**config.mk**
```make
export PLATFORM = sky130hd
export DESIGN_NAME = id_operand_fetch
export DESIGN_NICKNAME = d
export VERILOG_FILES = /design/src/rtl/id_operand_fetch_pkg.sv /design/src/rtl/id_scoreboard.sv /design/src/rtl/id_operand_fetch.sv
export SDC_FILE = /design/constraint.sdc
export NUM_CORES = 2
export LEC_CHECK = 0
export BUFFER_PORTS_ARGS = -buffer_cell sky130_fd_sc_hd__buf_2
export CAP_MARGIN = 20
export CORE_ASPECT_RATIO = 1.5
export CORE_MARGIN = 4
export CORE_UTILIZATION = 35
export CTS_CLUSTER_DIAMETER = 150
export DETAILED_ROUTE_END_ITERATION = 6
export PLACE_DENSITY_LB_ADDON = 0.2
export SETUP_SLACK_MARGIN = 0.1
export SLEW_MARGIN = 5
export SYNTH_ARGS = -nofsm -noshare
export SYNTH_HDL_FRONTEND = slang
export SYNTH_HIERARCHICAL = 1
export SYNTH_SLANG_ARGS = --single-unit
```
**constraint.sdc**
```tcl
create_clock -name clk -period 37.1 [get_ports clk]
set_input_delay 3.71 -clock clk [delete_from_list [all_inputs] [get_ports clk]]
set_output_delay 3.71 -clock clk [all_outputs]
set_load 0.02 [all_outputs]
```
**src/rtl/id_operand_fetch_pkg.sv**
```systemverilog
// Shared definitions for the decode/operand-fetch stage.
// Holds the default geometry (data width, register count, index width),
// the field layout of the opaque decoded-control bundle, and a small helper
// used by the scoreboard to count simultaneous decrements.
package id_operand_fetch_pkg;

  localparam int DATA_W_DEF   = 32;
  localparam int NUM_REGS_DEF = 16;
  localparam int REG_AW_DEF   = 4;
  localparam int CTRL_W_DEF   = 16;

  // Field layout of the 16-bit control bundle. The stage never looks inside
  // it; the struct documents what EX expects to find.
  typedef struct packed {
    logic       s;         // update flags
    logic       b;         // byte access
    logic [3:0] ex_cmd;    // ALU operation
    logic       mem_w;     // store
    logic       mem_r;     // load
    logic       wb_en;     // register write-back
    logic       imm;       // second operand is an immediate
    logic [2:0] shift_op;  // shifter operand selector
    logic [2:0] simm;      // signed immediate (short form)
  } ctrl_t;

  // Number of asserted decrement sources (0..3).
  function automatic logic [1:0] dec_count(input logic a, input logic b, input logic c);
    return {1'b0, a} + {1'b0, b} + {1'b0, c};
  endfunction

endpackage

```
**src/rtl/id_scoreboard.sv**
```systemverilog
// Pending-write scoreboard.
// One saturating counter per architectural register tracks writes that have
// issued but not yet retired (written back, killed or flushed).
// Ports:
//   clk, rst              clock and asynchronous active-high reset
//   q_src, q_src_used     source indices / use flags of the instruction in ID
//   q_dest, q_wb_en       destination of the instruction in ID
//   inc_en, inc_dest      an instruction with a write issues this cycle
//   wb_en, wb_dest        write-back retires one pending write
//   kill_en, kill_dest    squashed instruction retires one pending write
//   drop_en, drop_dest    flushed ID/EX instruction retires one pending write
//   hazard                the instruction in ID must not issue this cycle
//   sb_err                sticky: a counter was decremented below zero
module id_scoreboard
  import id_operand_fetch_pkg::*;
#(
  parameter int NUM_REGS = NUM_REGS_DEF,
  parameter int REG_AW   = REG_AW_DEF,
  parameter int NUM_RD   = 2,
  parameter int CNT_W    = 2
) (
  input  logic                     clk,
  input  logic                     rst,
  input  logic [NUM_RD*REG_AW-1:0] q_src,
  input  logic [NUM_RD-1:0]        q_src_used,
  input  logic [REG_AW-1:0]        q_dest,
  input  logic                     q_wb_en,
  input  logic                     inc_en,
  input  logic [REG_AW-1:0]        inc_dest,
  input  logic                     wb_en,
  input  logic [REG_AW-1:0]        wb_dest,
  input  logic                     kill_en,
  input  logic [REG_AW-1:0]        kill_dest,
  input  logic                     drop_en,
  input  logic [REG_AW-1:0]        drop_dest,
  output logic                     hazard,
  output logic                     sb_err
);

  localparam logic [CNT_W-1:0] CNT_MAX = '1;

  logic [CNT_W-1:0]          cnt_reg [NUM_REGS];
  logic [NUM_REGS*CNT_W-1:0] cnt_next;
  logic [NUM_REGS-1:0]       err_hit;
  logic [NUM_RD-1:0]         src_block;
  logic                      dest_block;
  logic                      sb_err_reg;

  genvar gi;

  // A single pending write may still be satisfied by a write-back landing in
  // this very cycle (the bypass supplies the value); two or more may not.
  for (gi = 0; gi < NUM_RD; gi++) begin : g_port
    logic [REG_AW-1:0] src;
    logic [CNT_W-1:0]  c;
    logic              wb_hit;
    assign src    = q_src[gi*REG_AW +: REG_AW];
    assign c      = cnt_reg[src];
    assign wb_hit = wb_en && (wb_dest == src);
    assign src_block[gi] = q_src_used[gi] &&
                           ((c > CNT_W'(1)) || ((c == CNT_W'(1)) && !wb_hit));
  end

  assign dest_block = q_wb_en && (cnt_reg[q_dest] == CNT_MAX);
  assign hazard     = (|src_block) || dest_block;

  // Per-register next count, computed two bits wider so that underflow and
  // overflow are both visible before clamping.
  for (gi = 0; gi < NUM_REGS; gi++) begin : g_cnt
    logic             inc;
    logic [1:0]       dec;
    logic [CNT_W+1:0] sum;
    logic [CNT_W+1:0] dec_ext;
    logic [CNT_W+1:0] diff;
    assign inc = inc_en && (inc_dest == REG_AW'(gi));
    assign dec = dec_count(wb_en   && (wb_dest   == REG_AW'(gi)),
                           kill_en && (kill_dest == REG_AW'(gi)),
                           drop_en && (drop_dest == REG_AW'(gi)));
    assign sum     = {2'b00, cnt_reg[gi]} + (CNT_W+2)'(inc);
    assign dec_ext = {CNT_W'(0), dec};
    assign diff    = sum - dec_ext;
    assign err_hit[gi] = dec_ext > sum;
    assign cnt_next[gi*CNT_W +: CNT_W] =
        err_hit[gi]               ? '0 :
        (diff > {2'b00, CNT_MAX}) ? CNT_MAX :
                                    diff[CNT_W-1:0];
  end

  always_ff @(posedge clk or posedge rst) begin
    if (rst) begin
      for (int i = 0; i < NUM_REGS; i++) cnt_reg[i] <= '0;
      sb_err_reg <= 1'b0;
    end else begin
      for (int i = 0; i < NUM_REGS; i++) cnt_reg[i] <= cnt_next[i*CNT_W +: CNT_W];
      if (|err_hit) sb_err_reg <= 1'b1;
    end
  end

  assign sb_err = sb_err_reg;

endmodule

```
**src/rtl/id_operand_fetch.sv**
```systemverilog
// Decode/operand-fetch stage.
// Reads NUM_RD source operands from the register file (with same-cycle
// write-back bypass), stalls on pending writes tracked by id_scoreboard and
// holds the issued instruction in the ID/EX register.
// Ports:
//   clk, rst                       clock, asynchronous active-high reset
//   in_valid/in_ready              upstream handshake
//   in_src, in_src_used            source indices and per-port use flags
//   in_dest, in_wb_en, in_ctrl     destination, write flag, control bundle
//   out_valid/out_ready            downstream handshake
//   out_ctrl, out_dest, out_wb_en  registered instruction fields
//   out_val                        registered operand values (port k at k*DATA_W)
//   wb_en, wb_dest, wb_value       write-back port
//   kill_en, kill_dest             squash of an instruction beyond ID/EX
//   flush                          drop held instruction, block acceptance
//   sb_err                         sticky scoreboard underflow flag
module id_operand_fetch
  import id_operand_fetch_pkg::*;
#(
  parameter int DATA_W   = DATA_W_DEF,
  parameter int NUM_REGS = NUM_REGS_DEF,
  parameter int REG_AW   = REG_AW_DEF,
  parameter int NUM_RD   = 2,
  parameter int CTRL_W   = CTRL_W_DEF,
  parameter int CNT_W    = 2
) (
  input  logic                     clk,
  input  logic                     rst,
  input  logic                     in_valid,
  output logic                     in_ready,
  input  logic [NUM_RD*REG_AW-1:0] in_src,
  input  logic [NUM_RD-1:0]        in_src_used,
  input  logic [REG_AW-1:0]        in_dest,
  input  logic                     in_wb_en,
  input  logic [CTRL_W-1:0]        in_ctrl,
  output logic                     out_valid,
  input  logic                     out_ready,
  output logic [CTRL_W-1:0]        out_ctrl,
  output logic [REG_AW-1:0]        out_dest,
  output logic                     out_wb_en,
  output logic [NUM_RD*DATA_W-1:0] out_val,
  input  logic                     wb_en,
  input  logic [REG_AW-1:0]        wb_dest,
  input  logic [DATA_W-1:0]        wb_value,
  input  logic                     kill_en,
  input  logic [REG_AW-1:0]        kill_dest,
  input  logic                     flush,
  output logic                     sb_err
);

  logic [DATA_W-1:0]        rf_reg [NUM_REGS];
  logic [NUM_RD*DATA_W-1:0] rd_val;
  logic                     hazard;
  logic                     accept;
  logic                     drop_en;

  logic                     out_valid_reg;
  logic [CTRL_W-1:0]        out_ctrl_reg;
  logic [REG_AW-1:0]        out_dest_reg;
  logic                     out_wb_en_reg;
  logic [NUM_RD*DATA_W-1:0] out_val_reg;

  genvar gi;

  // Operand read with bypass from the write-back port.
  for (gi = 0; gi < NUM_RD; gi++) begin : g_rd
    logic [REG_AW-1:0] src;
    assign src = in_src[gi*REG_AW +: REG_AW];
    assign rd_val[gi*DATA_W +: DATA_W] =
        (wb_en && (wb_dest == src)) ? wb_value : rf_reg[src];
  end

  assign in_ready = !flush && !hazard && (!out_valid_reg || out_ready);
  assign accept   = in_valid && in_ready;
  // A flushed instruction that would have written back never will, so its
  // pending write is retired here.
  assign drop_en  = flush && out_valid_reg && out_wb_en_reg;

  id_scoreboard #(
    .NUM_REGS (NUM_REGS),
    .REG_AW   (REG_AW),
    .NUM_RD   (NUM_RD),
    .CNT_W    (CNT_W)
  ) u_sb (
    .clk        (clk),
    .rst        (rst),
    .q_src      (in_src),
    .q_src_used (in_src_used),
    .q_dest     (in_dest),
    .q_wb_en    (in_wb_en),
    .inc_en     (accept && in_wb_en),
    .inc_dest   (in_dest),
    .wb_en      (wb_en),
    .wb_dest    (wb_dest),
    .kill_en    (kill_en),
    .kill_dest  (kill_dest),
    .drop_en    (drop_en),
    .drop_dest  (out_dest_reg),
    .hazard     (hazard),
    .sb_err     (sb_err)
  );

  // Register file; cleared on reset so operand values are deterministic.
  always_ff @(posedge clk or posedge rst) begin
    if (rst) begin
      for (int i = 0; i < NUM_REGS; i++) rf_reg[i] <= '0;
    end else if (wb_en) begin
      rf_reg[wb_dest] <= wb_value;
    end
  end

  // ID/EX register. Flush never coincides with an accept (in_ready is low).
  always_ff @(posedge clk or posedge rst) begin
    if (rst) begin
      out_valid_reg <= 1'b0;
      out_ctrl_reg  <= '0;
      out_dest_reg  <= '0;
      out_wb_en_reg <= 1'b0;
      out_val_reg   <= '0;
    end else if (accept) begin
      out_valid_reg <= 1'b1;
      out_ctrl_reg  <= in_ctrl;
      out_dest_reg  <= in_dest;
      out_wb_en_reg <= in_wb_en;
      out_val_reg   <= rd_val;
    end else if (flush || out_ready) begin
      out_valid_reg <= 1'b0;
    end
  end

  assign out_valid = out_valid_reg;
  assign out_ctrl  = out_ctrl_reg;
  assign out_dest  = out_dest_reg;
  assign out_wb_en = out_wb_en_reg;
  assign out_val   = out_val_reg;

endmodule

```
; Yosys cells after proc, flatten, opt, wreduce, memory -nomap -nowiden
; Index checks and enable logic that the tools add are counted.
[classes]
add_sub_neg = 64
mul = 0
div_mod_pow = 0
order_cmp = 39
n_eq_ne = 65
shift = 0
n_mux = 54
bitwise_logic = 4
reduce_logical = 95
[ops]
columns = op, count
row1 = 512-bit bitwise mux, 1
row2 = 32-bit binary-select mux with 4-bit select, 2
row3 = 32-bit two-way mux, 7
row4 = 32-bit demux with 4-bit select, 1
row5 = 4-bit equality test (second input constant), 32
row6 = 1-bit logical AND, 78
row7 = 2-bit two-way mux, 38
row8 = 4-bit by 3-bit equality test with 1-bit output (second input constant), 16
row9 = 2-bit by 4-bit > comparator with 1-bit output, 16
row10 = 4-bit by 2-bit > comparator with 1-bit output (second input constant), 16
row11 = 4-bit by 2-bit subtractor with 4-bit output, 16
row12 = 2-bit by 1-bit adder with 3-bit output, 16
row13 = 1-bit by 1-bit adder with 2-bit output, 16
row14 = 2-bit by 1-bit adder with 2-bit output, 16
row15 = 4-bit by 2-bit equality test with 1-bit output (second input constant), 8
row16 = 2-bit binary-select mux with 4-bit select, 3
row17 = 5-bit greater-or-equal comparator (second input constant), 4
row18 = 4-bit inverter with 5-bit output, 4
row19 = 4-bit by 1-bit equality test with 1-bit output (second input constant), 4
row20 = 4-bit zero test, 4
row21 = 16-bit OR reduction, 1
row22 = 4-bit equality test, 2
row23 = 1-bit zero test, 5
row24 = 1-bit logical OR, 5
row25 = other kinds (7), 10
[totals]
register_bits = 631
latchBits = 0
ram_bits = 0
romBits = 0
input_bits = 78
output_inout_bits = 88
n_memories = 0

; Depth between registers and ports, before layout
[logic_depth]
word_depth = 21
depth_mapped = 20
mapped_depth_nobuf = 18

; Cells and area by module
; The synthesis kept the hierarchy.
[by_module_without_submodules]
columns = module, instances, cells_per_inst, area_each_um2
row1 = id_operand_fetch, 1, 2287, 31649.1
row2 = id_scoreboard, 1, 503, 4694.5

; Worst setup path after synthesis
; OpenSTA, ideal clock, no wires.
[synth_timing]
path_type = input to output
start = in in_src[1]
end = out in_ready
arrival_ps = 5803
required_ps = 33390
slack_ps = 27587
stages = 9
cell_sequence = buf_2 mux4_2 nor2b_1 a211o_1 o221ai_1 o221ai_1 or2_2 clkbuf_1 nor2_1
[synth_between]
elab_chain_cells = 13
[synth_lines]
columns = element, line_no
row1 = start: declaration, id_operand_fetch.sv:31  ; input logic [NUM_RD*REG_AW-1:0] in_src,
row2 = 4-bit inverter with 5-bit output (implied by the code), id_scoreboard.sv:58  ; assign c = cnt_reg[src];
row3 = 2-bit binary-select mux with 4-bit select, id_scoreboard.sv:58
row4 = 2-bit two-way mux (implied by the code) (2 in a row), id_scoreboard.sv:58
row5 = 2-bit by 1-bit equality test with 1-bit output, id_scoreboard.sv:61  ; ((c > CNT_W'(1)) || ((c == CNT_W'(1)) && !wb_hit));
row6 = 1-bit logical AND, id_scoreboard.sv:61
row7 = 1-bit logical OR (*), id_scoreboard.sv:61
row8 = 1-bit logical AND (*), id_scoreboard.sv:60  ; assign src_block[gi] = q_src_used[gi] &&
row9 = 2-bit OR reduction (*), id_scoreboard.sv:65  ; assign hazard = (|src_block) || dest_block;
row10 = 1-bit logical OR (*), id_scoreboard.sv:65
row11 = net hazard, id_operand_fetch.sv:53  ; logic hazard;
row12 = 1-bit zero test (*), id_operand_fetch.sv:73  ; assign in_ready = !flush && !hazard && (!out_valid_reg || out_ready);
row13 = 1-bit logical AND (*) (2 in a row), id_operand_fetch.sv:73
row14 = end: declaration, id_operand_fetch.sv:30  ; output logic in_ready,
; Mark *: on every way through the listed nets, which the timed path passes. The rest lies on a longest branch. The select of a mux whose other input is x is not followed.

; Worst setup path after layout
[layout_timing]
start = in in_src[2]
end = out in_ready
; Same word-level chain as after synthesis.

==> impl_metrics.env <==
export IMPL_timing_slew_headroom=0.2624
export IMPL_grt_start_max_net_pins=122
export IMPL_crit_fanout=47
export IMPL_worst_slew_pin_transition_ns=1.106
export IMPL_rows=144
export IMPL_outcome="finished clean"
export IMPL_synth_top_area_share=0.4345
export IMPL_clockPowerShare=0.294
export IMPL_arrival_ns=7.10
export IMPL_finClkSkew_ns=0.03148
export IMPL_yosys_warnings=6
export IMPL_fmax_mhz=92.47
export IMPL_place_gp_congestion=0.9160
export IMPL_antenna_found_initial=10
export IMPL_grt_ovfl_total=0
export IMPL_wl_um=124900
export IMPL_async_reset_ff_frac=1.000
export IMPL_powerDensity_nw_per_um2=61.27
export IMPL_ant_nets=0
export IMPL_slew_violations=0
export IMPL_hpwl_um=73140
export IMPL_htreeDepth=3
export IMPL_p_comb_frac=0.285
export IMPL_syn_area_per_cell_um2=13.03
export IMPL_die_y_um=402.7
export IMPL_dpl_instance_area_um2=38250
export IMPL_dieArea_um2=109200
export IMPL_critPathLaunchType="primary input"
export IMPL_holdCritPathClass="reg -> reg"
export IMPL_reg2reg_slack_ns=30.89
export IMPL_critical_path_required_ns=33.39
export IMPL_core_area_um2=102900
export IMPL_drive_gt1_frac=0.4062
export IMPL_synthTopCellsByArea="dfrtp_1, mux2_2, mux4_2"
export IMPL_switchingPower_mw=0.8276
export IMPL_power_internal_mw=1.669
export IMPL_setup_viol=0
export IMPL_placedCellCount=4145
export IMPL_drtIter0Drc=1915
export IMPL_swShare=0.3315
export IMPL_clk_path_buf_depth=3
export IMPL_min_period_ns=10.81
export IMPL_cts_tree="yes"
export IMPL_fin_crit_sh=0.2915
export IMPL_post_drt_wl_per_cell_um=29.17
export IMPL_syn_nets=2980
export IMPL_end_kind="primary output"
export IMPL_path_class="in -> out"
export IMPL_fin_tns_setup_ns=0
export IMPL_cts_resized=0
export IMPL_start_util=0.3533
export IMPL_ys_seq_elements=631
export IMPL_pin_count=166
export IMPL_timing_hold_violations_final=0
export IMPL_synth_edf_count=0
export IMPL_ys_flop_type="dfrtp_1"
export IMPL_stdcell_count=4281
export IMPL_path_clk_slew_ns=0.06
export IMPL_grt_first_pass_wirelength_um=185400
export IMPL_ir_drop_mv=0.03279
export IMPL_grtUsageTotal=0.2269
export IMPL_syn_area_um2=36340
export IMPL_yosysSeqAreaShare=0.4345
export IMPL_final_nets=3024
export IMPL_stdcell_area_um2=40750
export IMPL_largest_reg_flops=512
export IMPL_synth_cell_types=46
export IMPL_synth_cells=2790
export IMPL_clkLatencyLatePin_ns=0.65
export IMPL_cts_buffers=71
export IMPL_clock_sinks=631
export IMPL_vias=25370
export IMPL_grt_pass1_vias=27880
export IMPL_grt_setup_unrepaired="false"
export IMPL_cts_setup_buffers=0
export IMPL_dr_pass1_iters=7
export IMPL_yosys_area_top_type="dfrtp_1"
export IMPL_drv_cap=0
export IMPL_numPortBuffers=165
export IMPL_die_w_um=271.1
export IMPL_clockRootBuffer="clkbuf_16"
export IMPL_drt_vias_per_instance=5.927
export IMPL_drc=0
export IMPL_areaGrowthSynthToFinish_pct=12.11
export IMPL_hold_buffers=0
export IMPL_p_leak_nw=17.27
export IMPL_p_seq_frac=0.420
==> routing by layer <==
layer  vias up  part of all wire  global-route usage
met5         -           0.00055                   0
met4        10             0.055              0.1114
met3       340             0.065             0.04993
met2      1107              0.49              0.3866
met1     13420              0.39              0.2725
li1      10500                 -                   -
==> layout make-up <==
type | instances | area [µm²]
fillers | 9729 | 62130
multi-input cells | 1780 | 18980
flip-flops and latches | 631 | 15790
clock buffers | 99 | 2053
well taps | 1387 | 1735
repair buffers | 219 | 1329
inverters | 131 | 499.2
clock inverters | 28 | 349.1
diodes | 6 | 15.01
==> cell usage after synthesis (all sizes together), types with 2 or more instances <==
| master | number |
|---|---|
| nand2 | 52 |
| and2 | 19 |
| a32oi | 16 |
| and3 | 5 |
| xor2 | 12 |
| dfrtp | 631 |
| nand3 | 24 |
| o22ai | 32 |
| o21ai | 73 |
| nor3b | 4 |
| a211oi | 32 |
| o221ai | 2 |
| ha | 64 |
| or3 | 2 |
| xnor2 | 4 |
| mux4 | 211 |
| inv | 131 |
| nor2b | 10 |
| a21oi | 36 |
| and3b | 3 |
| nand3b | 4 |
| nor2 | 160 |
| nor3 | 8 |
| mux2 | 628 |
| o31a | 64 |
| buf | 140 |
| fa | 48 |
| nand2b | 10 |
| mux2i | 103 |
| o31ai | 15 |
| a21o | 3 |
| nor4 | 35 |
| clkbuf | 108 |
| a31oi | 96 |
==> power by group through the flow <==
| stage | Combinational, mW | Clock (mW) | Sequential [mW] |
|---|---|---|---|
| after detailed placement | 0.712 | 0 | 1.06 |
| after CTS | 0.716 | 0.754 | 1.05 |
| final | 0.713 | 0.735 | 1.05 |
| after global placement | 0.694 | 0 | 1.04 |
| after global routing | 0.774 | 0.780 | 1.07 |
| after floorplan | 0.464 | 0 | 1.05 |
==> logic make-up after synthesis <==
logic type                 share of synthesized area
buffers and inverters                        0.04758
xor gates and xnor gates                    0.003856
adders and majority gates                    0.04847
DFF                                           0.4345
muxes                                         0.3544
and+or+nand+nor                              0.04383
AOI/OAI and AO/OA                            0.06737
==> critical path, cell delays in order <==
cell and delay [ns]:
buf_4 0.36, buf_4 0.68, mux4_2 0.41, mux2i_1 0.20
a21oi_1 0.07, o221ai_1 0.20, o221ai_1 0.21, or2_2 0.32
buf_4 0.34, nor2_1 0.26, buf_2 0.27
==> worst paths after layout <==
check                                  from           end  cells past startpoint
max in group asynchronous               rst   rf_reg[364]                      6
min in group asynchronous               rst   out_dest[1]                      2
hold / removal                 out_ctrl[11]  out_ctrl[11]                      1
hold reg to reg                out_ctrl[11]  out_ctrl[11]                      1
setup reg to reg           u_sb/cnt_reg[29]   u_sb/sb_err                     18
setup / recovery                  in_src[2]      in_ready                     11
==> per-stage QoR <==
stage          power, mW  utilization  setup WS (ns)  hold slack, ns
6_report           2.497       0.3961          26.29          0.4982
5_1_grt            2.627       0.3960          26.18          0.5240
4_1_cts            2.518       0.3951          26.31          0.5014
3_5_place_dp       1.772       0.3718          26.32          0.4866
3_3_place_gp       1.733       0.3718          26.38          0.4801
2_1_floorplan      1.511            -          16.65          0.4710
==> placed cells by master, fill, tap and decap left out, types with 50 or more instances in the layout <==
cell       netlist  layout
dfrtp_1        631     631
mux2_2         601     601
mux4_2         204     204
buf_2          101     158
nor2_1         160     150
inv_1          131     130
mux2i_1        103     103
a31oi_1         96      96
o21ai_0         73      73
clkbuf_16        0      72
o31a_1          64      64
ha_1            64      64
buf_4           16      54
nand2_1         52      50
Note: power is estimated with default switching activity, not from simulation.
